$ cat src/rtl/ftoi.sv
// Float32 to signed int32 conversion, round to nearest, ties away.
// One-cycle registered result with saturation and overflow flag.
module ftoi (
  input  logic        clk,
  input  logic        rst,
  input  logic        in_valid,
  input  logic [31:0] x1,
  output logic        out_valid,
  output logic [31:0] y,
  output logic        ovf
);

  logic        s;
  logic [7:0]  e;
  logic [22:0] m;
  logic [31:0] sig;
  logic [7:0]  rsh;
  logic [7:0]  lsh;
  logic [31:0] shr;
  logic [31:0] rbits;
  logic [31:0] mag;
  logic [31:0] res;
  logic        res_ovf;

  // Decode, shift, round and saturate the operand.
  always_comb begin
    s       = x1[31];
    e       = x1[30:23];
    m       = x1[22:0];
    sig     = {8'd0, 1'b1, m};
    rsh     = 8'd150 - e;
    lsh     = e - 8'd150;
    shr     = sig >> rsh[4:0];
    rbits   = sig >> (rsh[4:0] - 5'd1);
    mag     = 32'd0;
    res     = 32'd0;
    res_ovf = 1'b0;
    unique case (1'b1)
      (e == 8'd255): begin
        res_ovf = 1'b1;
        if (m != 23'd0)
          res = 32'h7FFF_FFFF;
        else
          res = s ? 32'h8000_0000
                  : 32'h7FFF_FFFF;
      end
      (e >= 8'd158 && e != 8'd255): begin
        if (s) begin
          res     = 32'h8000_0000;
          res_ovf = (m != 23'd0);
        end else begin
          res     = 32'h7FFF_FFFF;
          res_ovf = 1'b1;
        end
      end
      (e >= 8'd150 && e < 8'd158): begin
        mag = sig << lsh[2:0];
        res = s ? (32'd0 - mag) : mag;
      end
      (e >= 8'd126 && e < 8'd150): begin
        mag = shr + {31'd0, rbits[0]};
        res = s ? (32'd0 - mag) : mag;
      end
      (e < 8'd126): begin
        res = 32'd0;
      end
    endcase
  end

  // Register result; hold y/ovf when no operand is offered.
  always_ff @(posedge clk or posedge rst) begin
    if (rst) begin
      out_valid <= 1'b0;
      y         <= 32'd0;
      ovf       <= 1'b0;
    end else begin
      out_valid <= in_valid;
      if (in_valid) begin
        y   <= res;
        ovf <= res_ovf;
      end
    end
  end

endmodule

$ cat config.mk
export PLATFORM = sky130hd
export DESIGN_NAME = ftoi
export DESIGN_NICKNAME = d
export VERILOG_FILES = /design/src/rtl/ftoi.sv
export SDC_FILE = /design/constraint.sdc
export NUM_CORES = 1
export LEC_CHECK = 0
export ABC_AREA = 1
export ABC_CLOCK_PERIOD_IN_PS = 1800
export CAP_MARGIN = 20
export CORE_MARGIN = 2
export CORE_UTILIZATION = 55
export DETAILED_ROUTE_END_ITERATION = 8
export HOLD_SLACK_MARGIN = 0.03
export PLACE_DENSITY = 0.81
export SYNTH_ARGS = -nofsm -noshare
export SYNTH_HDL_FRONTEND = slang
export SYNTH_SLANG_ARGS = --single-unit
$ cat constraint.sdc
create_clock -name clk -period 1.8 [get_ports clk]
set_input_delay 0.36 -clock clk [delete_from_list [all_inputs] [get_ports clk]]
set_output_delay 0.36 -clock clk [all_outputs]
set_load 0.03 [all_outputs]
==> results.py, run 1 <==
metrics = {
    "clocking": {
        "cts.sinks": 34,
        "h-tree-depth": 2,
        "ctsHoldBuffers": 0,
        "clock_path_buffers": 2,
        "cts_root_buffer": "clkbuf_16",
        "numCtsBuffers": 5,
    },
    "yosys": {
        "synth_area_mm2": 0.00671,
        "avgSynthCellArea_um2": 5.30,
        "synth_seq_cells": 34,
        "synth-async-reset-ratio_pct": 100,
        "synth_top_cell_by_area": "nand2_1",
        "yosysTopAreaCellShare_pct": 21.6,
        "synthCells": 1266,
        "synth_cell_types": 50,
        "synth_common_cells": "386 x nand2_1, 205 x nand3_1, 136 x inv_1",
        "synth-seq-area-share_pct": 12.7,
        "ys_warn_count": 0,
        "synth_flop_cell": "dfrtp_1",
        "synthTopCellsByArea": "nand2_1 22%, nand3_1 15%, dfrtp_1 13%, inv_1 7.6%, o21ai_0 6.3%",
        "synth_edf_count": 0,
        "syn_nets": 1313,
        "synth.most_common_cell": "nand2_1",
    },
    "run_status": {
        "stop_stage": "global routing",
        "first-error": "[ERROR GRT-0232] Routing congestion too high. Check the congestion heatmap in the GUI.",
        "status": "stopped before the end",
    },
    "global_route": {
        "grt.total_usage_pct": 80.2,
        "grt_max_degree": 35,
        "gr-total-overflow": 97,
    },
    "floorplan": {
        "die_h_um": 114,
        "initial_core_util_pct": 56.1,
        "ios": 69,
        "rows": 40,
        "fp.dieW_um": 114,
    },
    "sta": {
        "worst_endpoint_kind": "sequential cell input",
        "postGrtWorstEndpoint": "y[27]$_DFFE_PP0P_/D",
    },
    "place": {
        "place.gp.congestion": 1.07,
        "port_buffers": 68,
        "dpl.hpwl_um": 21900,
    },
}
## per-layer routing
| metal | global-route usage, % | GRT overflow |
|---|---|---|
| met1 | 79.3 | 1 |
| met2 | 95.6 | 62 |
| met3 | 68.3 | 3 |
| met4 | 79.2 | 31 |
| met5 | 29.8 | 0 |
## through the flow
stage	instances	cell area, um^2	setup WS (ns)	util [%]	hold WS [ns]
floorplan	1266	6900	-2.10	-	0.391
global placement	1724	9710	-2.66	81.2	0.456
detailed placement	1724	9710	-2.79	81.2	0.458
CTS	1745	10300	-1.94	86.4	0.475
## cells by family after synthesis
| logic type | share of synthesized area (%) |
|---|---|
| DFF | 12.7 |
| xor gates and xnor gates | 1.14 |
| and+or+nand+nor | 55.4 |
| buffers and inverters | 13.2 |
| adders and majority gates | 2.24 |
| AOI/OAI and AO/OA | 15.4 |
## repair_timing
| action | 4_1_cts |
|---|---|
| buffers inserted | 17 |
| resized for setup | 117 |
| hold endpoints to repair | 0 |
| pin swaps | 66 |
| endpoints found under the setup margin | 33 |
==> inputs of run 2 (changes only) <==
Settings changed: CORE_UTILIZATION 55 to 40, HOLD_SLACK_MARGIN 0.03 to not set, PLACE_DENSITY 0.81 to not set, PLACE_DENSITY_LB_ADDON set to 0.15.
==> run 2 against run 1 <==
The flow now finishes, with violations (negative setup slack); synthesized cell count unchanged; synthesized area unchanged.
==> results.py, run 2 <==
metrics = {
    "floorplan": {
        "core_mm2": 0.0165,
        "die_h_um": 134,
        "initial_core_util_pct": 40.8,
        "fp.dieW_um": 134,
        "ios": 69,
        "rows": 47,
        "dieArea_mm2": 0.0178,
    },
    "worst_setup_path": {
        "cp-end-kind": "flip-flop",
        "r2r-end": "y[22]$_DFFE_PP0P_",
        "critPathRequiredTime_ns": 1.97,
        "slowest_delay_ns": 0.32,
        "path_buf_inv": 2,
        "critical_path_class": "input port to flip-flop",
        "cp-start-kind": "input port",
        "critPathMaxFanout": 8,
        "cp-startpoint": "x1[25]",
        "r2r_slack_ns": 0.92,
        "cp_top_family": "simple AND/OR/NAND/NOR gates",
        "reg2reg_depth": 3,
        "crit_end": "y[27]$_DFFE_PP0P_",
        "cp.arrival_ns": 4.03,
        "slowest_stage": "xnor2_4",
        "cp_num_cells": 26,
        "worstReg2RegStart": "y[22]$_DFFE_PP0P_",
    },
    "global_route": {
        "grt_max_degree": 47,
        "grt_pass1_wl_um": 45800,
        "antenna_found_initial": 0,
        "grt_pass1_vias": 9252,
        "gr-total-overflow": 0,
        "grt.total_usage_pct": 32.0,
    },
    "finish": {
        "finalNonFillerCells": 1865,
        "fillers": 1537,
        "final_util_pct": 68.4,
        "layout_common_cells": "341 x nand2_1, 334 x buf_4, 168 x nand3_1",
        "drive_gt1_share_pct": 37.0,
        "final_nets": 1691,
        "final_common_cell": "nand2_1",
        "top_regs": "y (32), out_valid (1), ovf (1)",
        "largest_reg_flops": 32,
        "area_growth_pct": 67.9,
        "largest_register": "y",
        "antennaDiodeCount": 0,
    },
    "detailed_routing": {
        "first_pass_iters": 5,
        "antenna_left": 0,
        "finalWirelength_um": 29100,
        "via_per_inst": 5.24,
        "initialDrtViolationCount": 789,
        "vias": 9764,
        "drc_errors": 0,
        "routedWlPerCell_um": 15.6,
    },
    "yosys": {
        "synth_top_cell_by_area": "nand2_1",
        "synth.most_common_cell": "nand2_1",
        "synth-async-reset-ratio_pct": 100,
        "synth_flop_cell": "dfrtp_1",
        "synthTopCellsByArea": "nand2_1 22%, nand3_1 15%, dfrtp_1 13%, inv_1 7.6%, o21ai_0 6.3%",
        "synth_seq_cells": 34,
        "yosysTopAreaCellShare_pct": 21.6,
        "syn_nets": 1313,
        "ys_warn_count": 0,
        "avgSynthCellArea_um2": 5.30,
        "synth_edf_count": 0,
        "synthCells": 1266,
        "synth_common_cells": "386 x nand2_1, 205 x nand3_1, 136 x inv_1",
        "synth_area_mm2": 0.00671,
        "synth_cell_types": 50,
        "synth-seq-area-share_pct": 12.7,
    },
    "sta": {
        "whs_ns": 0.472,
        "fin_crit_ns": 3.86,
        "period_share_pct": 214,
        "worst_pin_slew_ns": 0.498,
        "final_hold_viol_count": 0,
        "fin_ws_ns": -2.06,
        "grt_setup_unrepaired": "yes",
        "slew_violations": 0,
        "finalSetupViolations": 32,
        "finalClockSkew_ns": 0,
        "slew_headroom_pct": 66.4,
        "max_freq_ghz": 0.259,
        "tns_ns": -58.19,
    },
    "power": {
        "finalPower_mw": 6.46,
        "irDropWorstVdd_mv": 0.617,
        "p_leak_nw": 5.72,
        "p_per_area_mw_per_mm2": 574,
    },
    "clocking": {
        "cts.sinks": 34,
        "cts_tree": "yes",
        "numCtsBuffers": 5,
        "cts_root_buffer": "clkbuf_16",
        "clock_path_buffers": 2,
        "insertion_delay_ns": 0.28,
        "clk_pin_slew_worst_paths_ns": 0.06,
        "h-tree-depth": 2,
    },
    "flow_run": {
        "maxCapViolCount": 0,
    },
    "place": {
        "port_buffers": 68,
        "dp.cells": 1821,
        "place.gp.congestion": 1.03,
        "dpl.hpwl_um": 22900,
    },
    "run_status": {
        "status": "complete, but fails checks",
        "violations": "negative setup slack",
    },
    "hold_path": {
        "holdCritPathClass": "input port to asynchronous set/reset pin",
    },
}
[run 2: cell counts after synthesis]
No cell type changed its count.
[run 2: how the worst min path moves through the flow]
| stage | start | end | slack [ns] | depth (start not counted) |
|---|---|---|---|---|
| global route | y[25]$_DFFE_PP0P_ | y[25]$_DFFE_PP0P_ | 0.50 | 2 |
| floorplan | in_valid | out_valid$_DFF_PP0_ | 0.39 | 0 |
| finish | rst | y[28]$_DFFE_PP0P_ | 0.47 | 3 |
| global placement | y[2]$_DFFE_PP0P_ | y[2]$_DFFE_PP0P_ | 0.46 | 2 |
| detailed placement | y[25]$_DFFE_PP0P_ | y[25]$_DFFE_PP0P_ | 0.46 | 2 |
| CTS | y[10]$_DFFE_PP0P_ | y[10]$_DFFE_PP0P_ | 0.48 | 2 |
[run 2: final cells by class]
cell class                 count  area, um^2  area share [%]
multi-input combinational   1019        5790            51.3
sequential                    34         851            7.55
clock inverter                 3        68.8           0.611
timing repair buffer         424        3540            31.4
tap                          220         275            2.44
clock buffer                   5         125            1.11
inverter                     160         619            5.50
[run 2: kinds of logic (layout without fill, tap and decap cells)]
logic type / count (synthesis) / in the layout / share of synthesized area, %
AOI/OAI and AO/OA: 182 / 182 / 15.4
xor gates and xnor gates: 7 / 7 / 1.14
adders and majority gates: 12 / 12 / 2.24
buffers and inverters: 213 / 592 / 13.2
DFF: 34 / 34 / 12.7
and+or+nand+nor: 818 / 818 / 55.4
[run 2: worst register-to-register path: stages (launching register included)]
cell     delay, ns
dfrtp_1       0.40
or2_2         0.28
nand2_1       0.06
inv_1         0.03
[run 2: timing repair]
action | in CTS | in global routing
gates resized for setup | 128 | 80
hold buffers | 0 | 0
setup buffers | 23 | 19
setup endpoints to repair | 33 | 33
pin swaps | 70 | 68
[run 2: layer usage]
layer	vias to the layer above	routed length [um]	global-route usage, %
met4	0	894	8.57
met3	61	1940	5.71
met2	319	13700	54.7
met1	4498	12600	41.6
met5	-	0	0
li1	4886	-	-
[run 2: metrics by stage]
step / area (um^2) / setup WS (ns)
2_1_floorplan: 6900 / -2.10
5_1_grt: 11300 / -2.28
4_1_cts: 10900 / -1.91
3_5_place_dp: 10000 / -2.90
6_report: 11300 / -2.06
3_3_place_gp: 10000 / -2.78
[run 2: power breakdown]
part / leakage, nW / internal (mW) / switching, mW
clock: 0.0940 / 0.795 / 0.337
combinational: 5.22 / 1.92 / 2.48
sequential: 0.397 / 0.865 / 0.0595
(Power assumes the default switching activity.)
==> inputs of run 3 (changes only) <==
Settings changed: CTS_CLUSTER_SIZE set to 40.
==> results of run 3 <==
Same layout as run 2: the final DEF is identical, and so are final timing and power.
